### src/rtl/apb_arb_pkg.sv
// Shared types and constants for the APB requester arbiter.
package apb_arb_pkg;

   localparam int APB_ARB_MAX_REQ = 8;

   typedef enum logic [1:0] {
      IDLE,
      SETUP,
      ACCESS,
      RESP
   } apb_arb_state_e;

   // Width of a requester index; never below one bit.
   function automatic int idx_width(input int n);
      return (n > 1) ? $clog2(n) : 1;
   endfunction

endpackage

### src/rtl/apb_rr_pick.sv
// Combinational round-robin picker: the search starts one past ptr and wraps.
module apb_rr_pick
   import apb_arb_pkg::*;
#(
   parameter int NB_REQ = 2,
   localparam int IDX_W = idx_width(NB_REQ)
) (
   input  logic [NB_REQ-1:0] req,
   input  logic [IDX_W-1:0]  ptr,
   output logic [NB_REQ-1:0] gnt,
   output logic [IDX_W-1:0]  idx,
   output logic              valid
);

   // First active requester after ptr, scanning modulo NB_REQ.
   always_comb begin
      int         cand;
      logic [IDX_W-1:0] cand_idx;
      // NOTE: every variable written here gets a default first, so no latch is inferred.
      cand     = 0;
      cand_idx = '0;
      gnt      = '0;
      idx      = '0;
      valid    = 1'b0;
      for (int i = 1; i <= NB_REQ; i++) begin
         cand     = (int'(ptr) + i) % NB_REQ;
         cand_idx = IDX_W'(cand);
         if (!valid && req[cand_idx]) begin
            valid         = 1'b1;
            gnt[cand_idx] = 1'b1;
            idx           = cand_idx;
         end
      end
   end

endmodule

### src/rtl/apb_master_arbiter.sv
// Shares one downstream APB slave port between NB_REQ requesters, one
// complete transfer at a time, with round-robin grant and stall timeout.
module apb_master_arbiter
   import apb_arb_pkg::*;
#(
   parameter int NB_REQ         = 2,
   parameter int APB_ADDR_WIDTH = 32,
   parameter int APB_DATA_WIDTH = 32,
   parameter int TIMEOUT_CYCLES = 255
) (
   input  logic                               clk_i,
   input  logic                               rst_i,
   input  logic [NB_REQ-1:0]                  req_psel_i,
   input  logic [NB_REQ-1:0]                  req_penable_i,
   input  logic [NB_REQ*APB_ADDR_WIDTH-1:0]   req_paddr_i,
   input  logic [NB_REQ*APB_DATA_WIDTH-1:0]   req_pwdata_i,
   input  logic [NB_REQ-1:0]                  req_pwrite_i,
   output logic [APB_DATA_WIDTH-1:0]          req_prdata_o,
   output logic [NB_REQ-1:0]                  req_pready_o,
   output logic [NB_REQ-1:0]                  req_pslverr_o,
   output logic                               m_psel_o,
   output logic                               m_penable_o,
   output logic                               m_pwrite_o,
   output logic [APB_ADDR_WIDTH-1:0]          m_paddr_o,
   output logic [APB_DATA_WIDTH-1:0]          m_pwdata_o,
   input  logic [APB_DATA_WIDTH-1:0]          m_prdata_i,
   input  logic                               m_pready_i,
   input  logic                               m_pslverr_i,
   output logic [NB_REQ-1:0]                  grant_o,
   output logic                               timeout_o
);

   localparam int IDX_W = idx_width(NB_REQ);
   localparam int CNT_W = (TIMEOUT_CYCLES > 0) ? $clog2(TIMEOUT_CYCLES + 1) : 1;

   apb_arb_state_e              state_q, state_d;
   logic [IDX_W-1:0]            ptr_q, ptr_d;
   logic [NB_REQ-1:0]           grant_q, grant_d;
   logic [APB_ADDR_WIDTH-1:0]   paddr_q, paddr_d;
   logic [APB_DATA_WIDTH-1:0]   pwdata_q, pwdata_d;
   logic                        pwrite_q, pwrite_d;
   logic                        psel_q, psel_d;
   logic                        penable_q, penable_d;
   logic [NB_REQ-1:0]           pready_q, pready_d;
   logic [NB_REQ-1:0]           pslverr_q, pslverr_d;
   logic [APB_DATA_WIDTH-1:0]   prdata_q, prdata_d;
   logic [CNT_W-1:0]            cnt_q, cnt_d;

   logic [NB_REQ-1:0]           pick_gnt;
   logic [IDX_W-1:0]            pick_idx;
   logic                        pick_valid;
   logic [CNT_W:0]              cnt_inc;
   logic                        limit_hit;
   logic                        abort;

   // PENABLE from the requesters carries no arbitration meaning.
   logic unused_penable;
   assign unused_penable = ^req_penable_i;

   apb_rr_pick #(.NB_REQ(NB_REQ)) u_pick (
      .req   (req_psel_i),
      .ptr   (ptr_q),
      .gnt   (pick_gnt),
      .idx   (pick_idx),
      .valid (pick_valid)
   );

   // cnt_q counts completed stalled ACCESS cycles; this one would make it cnt_q+1.
   assign cnt_inc   = {1'b0, cnt_q} + (CNT_W+1)'(1);
   assign limit_hit = (TIMEOUT_CYCLES != 0) && (cnt_inc == (CNT_W+1)'(TIMEOUT_CYCLES));
   assign abort     = (state_q == ACCESS) && !m_pready_i && limit_hit;

   // Next-state and next-output computation; outputs are registered from these.
   always_comb begin
      state_d   = state_q;
      ptr_d     = ptr_q;
      grant_d   = grant_q;
      paddr_d   = paddr_q;
      pwdata_d  = pwdata_q;
      pwrite_d  = pwrite_q;
      cnt_d     = cnt_q;
      psel_d    = 1'b0;
      penable_d = 1'b0;
      pready_d  = '0;
      pslverr_d = '0;
      prdata_d  = '0;
      unique case (state_q)
         IDLE: begin
            if (pick_valid) begin
               state_d  = SETUP;
               ptr_d    = pick_idx;
               grant_d  = pick_gnt;
               paddr_d  = req_paddr_i[pick_idx*APB_ADDR_WIDTH +: APB_ADDR_WIDTH];
               pwdata_d = req_pwdata_i[pick_idx*APB_DATA_WIDTH +: APB_DATA_WIDTH];
               pwrite_d = req_pwrite_i[pick_idx];
               psel_d   = 1'b1;
            end
         end
         SETUP: begin
            state_d   = ACCESS;
            psel_d    = 1'b1;
            penable_d = 1'b1;
            cnt_d     = '0;
         end
         ACCESS: begin
            if (m_pready_i) begin
               state_d   = RESP;
               pready_d  = grant_q;
               pslverr_d = grant_q & {NB_REQ{m_pslverr_i}};
               prdata_d  = m_prdata_i;
            end else if (limit_hit) begin
               state_d   = RESP;
               pready_d  = grant_q;
               pslverr_d = grant_q;
            end else begin
               psel_d    = 1'b1;
               penable_d = 1'b1;
               if (cnt_q != '1) cnt_d = cnt_q + 1'b1;
            end
         end
         RESP: begin
            state_d = IDLE;
            grant_d = '0;
         end
         default: state_d = IDLE;
      endcase
   end

   // State and output registers with synchronous reset.
   always_ff @(posedge clk_i) begin
      // NOTE: sequential state uses non-blocking assignments only.
      if (rst_i) begin
         state_q   <= IDLE;
         ptr_q     <= IDX_W'(NB_REQ - 1);
         grant_q   <= '0;
         paddr_q   <= '0;
         pwdata_q  <= '0;
         pwrite_q  <= 1'b0;
         psel_q    <= 1'b0;
         penable_q <= 1'b0;
         pready_q  <= '0;
         pslverr_q <= '0;
         prdata_q  <= '0;
         cnt_q     <= '0;
      end else begin
         state_q   <= state_d;
         ptr_q     <= ptr_d;
         grant_q   <= grant_d;
         paddr_q   <= paddr_d;
         pwdata_q  <= pwdata_d;
         pwrite_q  <= pwrite_d;
         psel_q    <= psel_d;
         penable_q <= penable_d;
         pready_q  <= pready_d;
         pslverr_q <= pslverr_d;
         prdata_q  <= prdata_d;
         cnt_q     <= cnt_d;
      end
   end

   assign m_psel_o      = psel_q;
   assign m_penable_o   = penable_q;
   assign m_pwrite_o    = pwrite_q;
   assign m_paddr_o     = paddr_q;
   assign m_pwdata_o    = pwdata_q;
   assign req_pready_o  = pready_q;
   assign req_pslverr_o = pslverr_q;
   assign req_prdata_o  = prdata_q;
   assign grant_o       = grant_q;
   assign timeout_o     = abort;

endmodule
### config.mk
export PLATFORM = sky130hd
export DESIGN_NAME = apb_master_arbiter
export DESIGN_NICKNAME = d
export VERILOG_FILES = /design/src/rtl/apb_arb_pkg.sv /design/src/rtl/apb_rr_pick.sv /design/src/rtl/apb_master_arbiter.sv
export SDC_FILE = /design/constraint.sdc
export NUM_CORES = 1
export LEC_CHECK = 0
export BUFFER_PORTS_ARGS = -buffer_cell sky130_fd_sc_hd__buf_2
export CAP_MARGIN = 5
export CORE_ASPECT_RATIO = 1.1
export CORE_MARGIN = 2
export CORE_UTILIZATION = 44
export DETAILED_ROUTE_END_ITERATION = 6
export PLACE_DENSITY = 0.79
export SLEW_MARGIN = 5
export SYNTH_ARGS = -nofsm -noshare
export SYNTH_HDL_FRONTEND = slang
export SYNTH_SLANG_ARGS = --single-unit
### constraint.sdc
create_clock -name clk_i -period 2.1 [get_ports clk_i]
set_clock_uncertainty 0.05 [all_clocks]
set_input_delay 0.21 -clock clk_i [delete_from_list [all_inputs] [get_ports clk_i]]
set_output_delay 0.21 -clock clk_i [all_outputs]
set_load 0.05 [all_outputs]
==> flow_summary.toml, run 1 <==
[outcome]
status = "completed"

[cts]
clock_path_buffers = 2
h-tree-depth = 4
cts.clk_slew.worst_paths_ns = 0.05
cts_tree = "built"
post_cts_buffers = 0
cts.sinks = 116
numCtsBuffers = 17
cts_root_buf = "clkbuf_16"
insertion_delay_ns = 0.40

[synthesis]
syn-num-nets = 648
synth.avg_cell_area_um2 = 9.98
synth_area_leaders = "dfxtp_1, mux2i_1, a211oi_1"
yosysTopAreaCell = "dfxtp_1"
synth_seq_cells = 116
yosysTopAreaCellShare_pct = 49.4
synth_area_mm2 = 0.00470
yosysWarnings = 0
yosysUniqueCellTypes = 42
yosysSeqAreaShare_pct = 49.4
syn-instance-count = 471

[worst_setup_path]
r2r_end = "cnt_q[3]"
crit_path_cell_trace = "ha_2, xor2_2, and3_4, nand2_1, nor2_2, buf_6"
rr_startpoint = "cnt_q[0]"
worstSetupStartpoint = "cnt_q[0]"
slowest_stage = "dfxtp_2"
startpoint_type = "flip-flop"
worstSetupPathType = "reg2out"
cp_max_fo = 6
crit_required_ns = 1.84
regToRegSetupSlack_ns = 0.24
arrival_ns = 1.76
cp_num_buf_inv = 1
cp-end-kind = "output port"
crit_family = "simple AND/OR/NAND/NOR gates"
r2r_cells = 7
slowest_delay_ns = 0.37

[die]
dieArea_mm2 = 0.0115
initial_core_util_pct = 45.2
die_h_um = 112
num_rows = 39
fp.coreArea_mm2 = 0.0104
chipWidth_um = 103
ioPinCount = 276

[grt]
gr-usage-met2_pct = 44.1
grt_pass1_vias = 4673
grt_usage_pct = 23.6
grt_pass1_wl_mm = 21.3
gr-total-overflow = 0
grtUsageMet1_pct = 23.8
busiest_layer = "met2"
antenna_found_initial = 0
use_met3_pct = 8.28
grt_max_degree = 77

[pwr]
clockPowerShare_pct = 30.3
power.density_mw_per_mm2 = 1440
swShare_pct = 41.3
pwr-share-seq_pct = 29.3
p_comb_share_pct = 40.3
switchingPower_w = 0.00423
vdd_ir_drop_max_mv = 0.834
p_leak_nw = 3.55
p_int_w = 0.00601

[route]
drc = 0
first_pass_iters = 5
antenna_left = 0
routed_via_density = 5.03
drt-total-wl_mm = 14.0
drt_iter0_drc = 117
dr_total_vias = 4606
wl_per_cell_um = 15.3

[timing]
setup_tns_ns = 0
slew_viol_final = 0
setup_viol = 0
period_share_pct = 96.0
worstMarginPinSlew_ns = 0.478
final_hold_viol_count = 0
relSlewSlack_pct = 68.1
fmax_mhz = 496
holdWs_ns = 0.0159
period_needed_ns = 2.02

[run]
maxCapViolations = 0

[layout]
postLayoutCellArea_mm2 = 0.00712
antenna_cells = 0
areaGrowthSynthToFinish_pct = 51.5
layout.nets = 937
utilization_pct = 68.5
fillCellCount = 807
mostFrequentLayoutCells = "buf_2, dfxtp_1, nor2_1, a211oi_1, mux2i_1"
fin_cells = 916
final_common_cell = "buf_2"
drive_above_1_share_pct = 42.4

[place]
dp_cells = 857
dp_hpwl_mm = 9.85
port-buffer-count = 273
gp_congestion = 0.847
dpl_cell_area_mm2 = 0.00618

[worst_hold_path]
min_to = "req_prdata_o[5]"
min-delay-start = "m_prdata_i[5]"
hold_depth = 2
min-delay-path-class = "in2reg"
-- layer usage --
layer | part of all wire [%] | vias to the layer above
met4 | 1.8 | 0
met1 | 37 | 2096
met5 | 0 | -
met3 | 8.2 | 21
met2 | 53 | 211
li1 | - | 2278
-- cells by family after synthesis --
logic type                 after synthesis  synth area share [%]
and+or+nand+nor                        140                  14.3
DFF                                    116                  49.4
AOI/OAI and AO/OA                       95                  15.4
muxes                                   65                  13.8
buffers and inverters                   45                  4.66
adders and majority gates                7                  1.86
xor gates and xnor gates                 3                 0.559
-- synthesized netlist by cell type --
cell         n
ha_1         7
o211ai_1     2
a32oi_1      1
dfxtp_1    116
a21oi_2      1
nand3b_1     1
buf_2        7
and4_4       1
nor4_1       1
nand2_1      7
a21o_1       5
and3_4       1
o21a_1       1
mux2i_1     65
nand4_1      1
clkbuf_1    25
a21oi_1      6
buf_4        1
or2_2        2
xnor2_1      2
nor2_1      76
xor2_1       1
a211oi_1    66
o21ai_0      3
a2111oi_2    1
nand3_1      4
nand2b_1     3
and3_1      35
nor3b_1      1
o31ai_1      2
nor2b_1      4
buf_1        2
a22oi_1      1
nor3_1       2
and2_1       1
a21boi_1     1
buf_6        5
inv_1        5
a22o_1       2
a31oi_1      1
a2111oi_4    1
o41ai_1      1
-- metrics by stage --
step                      worst slack, ns  power [W]
after global routing              -0.0386     0.0108
after global placement              0.285    0.00703
after floorplan                     0.168    0.00612
after CTS                         0.00505     0.0103
after detailed placement            0.238    0.00714
final                              0.0848     0.0102
-- repair_timing --
action | CTS | global route
pin swaps | 0 | 1
setup endpoints to repair | 1 | 1
gates resized for setup | 1 | 7
hold endpoints to repair | 22 | 5
hold buffers | 22 | 5
gates cloned | 0 | 0
-- power by group through the flow --
stage	Sequential (W)	Combinational, W	Clock [W]
2_1_floorplan	0.00474	0.00138	0
3_3_place_gp	0.00300	0.00403	0
3_5_place_dp	0.00303	0.00411	0
4_1_cts	0.00300	0.00415	0.00316
5_1_grt	0.00307	0.00441	0.00328
6_report	0.00300	0.00413	0.00310
-- how the worst max path moves through the flow --
stage / endpoint / slack [ns] / cells after the start
after CTS: timeout_o / 0.005 / 6
after global placement: cnt_q[3] / 0.28 / 7
after detailed placement: cnt_q[3] / 0.24 / 7
after global routing: timeout_o / -0.04 / 6
after floorplan: timeout_o / 0.17 / 5
final: timeout_o / 0.08 / 6
-- state kept, by name, summed over array words and instances (netlist names) --
name           flops
ptr_q              1
m_psel_o           1
m_paddr_o         32
m_pwrite_o         1
req_pready_o       2
state_q            2
grant_o            2
req_pslverr_o      2
req_prdata_o      32
m_pwdata_o        32
m_penable_o        1
cnt_q              8
-- layout make-up --
type | instances | area (µm²) | area share, %
flip-flops and latches | 116 | 2320 | 32.6
multi-input cells | 310 | 2200 | 30.9
repair buffers | 310 | 1760 | 24.6
clock buffers | 24 | 502 | 7.04
well taps | 143 | 179 | 2.51
clock inverters | 8 | 145 | 2.04
inverters | 5 | 18.8 | 0.263
(Power assumes the default switching activity.)
==> run 2: changes to the inputs <==
--- a/config.mk
+++ b/config.mk
@@ -7,11 +7,11 @@
 export LEC_CHECK = 0
 export BUFFER_PORTS_ARGS = -buffer_cell sky130_fd_sc_hd__buf_2
 export CAP_MARGIN = 5
-export CORE_ASPECT_RATIO = 1.1
 export CORE_MARGIN = 2
-export CORE_UTILIZATION = 44
+export CORE_UTILIZATION = 45
+export CTS_BUF_LIST = sky130_fd_sc_hd__clkbuf_4 sky130_fd_sc_hd__clkbuf_8
 export DETAILED_ROUTE_END_ITERATION = 6
-export PLACE_DENSITY = 0.79
+export PLACE_DENSITY = 0.8
 export SLEW_MARGIN = 5
 export SYNTH_ARGS = -nofsm -noshare
 export SYNTH_HDL_FRONTEND = slang
==> flow_summary.toml, run 2 (synthesized netlist as in run 1, its figures left out) <==
[outcome]
status = "completed"

[route]
first_pass_iters = 6
antenna_left = 0
wl_per_cell_um = 14.5
drt-total-wl_mm = 13.2
drc = 0
dr_total_vias = 4521
drt_iter0_drc = 178
routed_via_density = 4.97

[worst_setup_path]
cp_max_fo = 5
cp-end-kind = "output port"
startpoint_type = "flip-flop"
crit_required_ns = 1.84
worstSetupPathType = "reg2out"
arrival_ns = 1.68

[place]
gp_congestion = 0.807
dp_hpwl_mm = 9.29
port-buffer-count = 273

[timing]
setup_tns_ns = 0
relSlewSlack_pct = 66.8
final_hold_viol_count = 0
period_share_pct = 92.6
setup_viol = 0
fmax_mhz = 514
period_needed_ns = 1.94
worstMarginPinSlew_ns = 0.498
holdWs_ns = 0.0440
slew_viol_final = 0

[run]
maxCapViolations = 0

[pwr]
power.density_mw_per_mm2 = 1290
p_leak_nw = 3.42
total_power_w = 0.00880
vdd_ir_drop_max_mv = 0.886

[die]
num_rows = 37
dieArea_mm2 = 0.0113
ioPinCount = 276
initial_core_util_pct = 46.0
chipWidth_um = 106
die_h_um = 106
fp.coreArea_mm2 = 0.0102

[layout]
utilization_pct = 66.8
mostFrequentLayoutCells = "buf_2, dfxtp_1, nor2_1, a211oi_1, mux2i_1"
antenna_cells = 0
drive_above_1_share_pct = 42.3
layout.nets = 939
areaGrowthSynthToFinish_pct = 45.4
final_common_cell = "buf_2"

[grt]
gr-total-overflow = 0
grt_usage_pct = 22.8
grt_max_degree = 71
grt_pass1_vias = 4378
grt_pass1_wl_mm = 20.3
antenna_found_initial = 0

[cts]
cts_root_buf = "clkbuf_8"
clock_path_buffers = 2
numCtsBuffers = 17
cts.clk_slew.worst_paths_ns = 0.07
cts_tree = "built"
h-tree-depth = 4
insertion_delay_ns = 0.42
cts.sinks = 116

[worst_hold_path]
min-delay-path-class = "in2reg"
[run 2: cell types whose count changed in the layout (fill, tap and decap cells not counted), sizes merged]
cell         delta
clkbuf          -5
buf             -1
clkinv          +5
bufinv          -4
clkinvlp        +2
dlygate4sd3     +3
[run 2: timing repair]
action                                  4_1_cts  5_1_grt
hold endpoints to repair                     30        0
pin swaps                                     0        1
setup buffers                                 0        1
hold buffers                                 30        0
endpoints found under the setup margin        1        1
gates resized for setup                       6        4
[run 2: layout make-up]
type / count / area, µm²
Multi-Input combinational cell: 310 / 2210
Sequential cell: 116 / 2330
Clock inverter: 11 / 65.1
Inverter: 5 / 18.8
Fill cell: 819 / 3390
Timing Repair Buffer: 312 / 1790
Clock buffer: 19 / 255
Tap cell: 136 / 170
[run 2: worst paths after layout]
kind	start	end	slack (ns)	cells past startpoint
min reg2reg	cnt_q[6]	cnt_q[6]	0.44	2
min	m_prdata_i[7]	req_prdata_o[7]	0.04	2
max	cnt_q[2]	timeout_o	0.16	5
max reg2reg	cnt_q[0]	cnt_q[7]	0.19	6
[run 2: worst max-delay path, cell delays in order (launching register included)]
cell and delay, ns:
dfxtp_1 0.44, nand3_1 0.18, xnor2_2 0.26, nand2_1 0.11
nor2_2 0.11, buf_6 0.16
[run 2: power breakdown]
| part | leakage [nW] | switching (W) | internal (W) | total (W) |
|---|---|---|---|---|
| sequential | 0.954 | 0.000269 | 0.00273 | 0.00300 |
| clock | 0.162 | 0.000859 | 0.000827 | 0.00169 |
| combinational | 2.30 | 0.00298 | 0.00114 | 0.00412 |
[run 2: per-layer routing]
layer	track usage (%)	up-vias	share of wire (%)
li1	-	2280	-
met1	23.8	2037	39
met2	41.5	183	52
met3	8.52	21	7.5
met4	7.99	0	1.6
met5	0	-	0
[run 2: stage by stage]
step	cell area [µm²]	worst slack (ns)	cells
detailed placement	6170	0.0828	848
CTS	6810	0.0243	908
finish	6840	0.156	909
floorplan	4700	0.168	471
global placement	6170	0.180	848
global route	6840	-0.00722	909
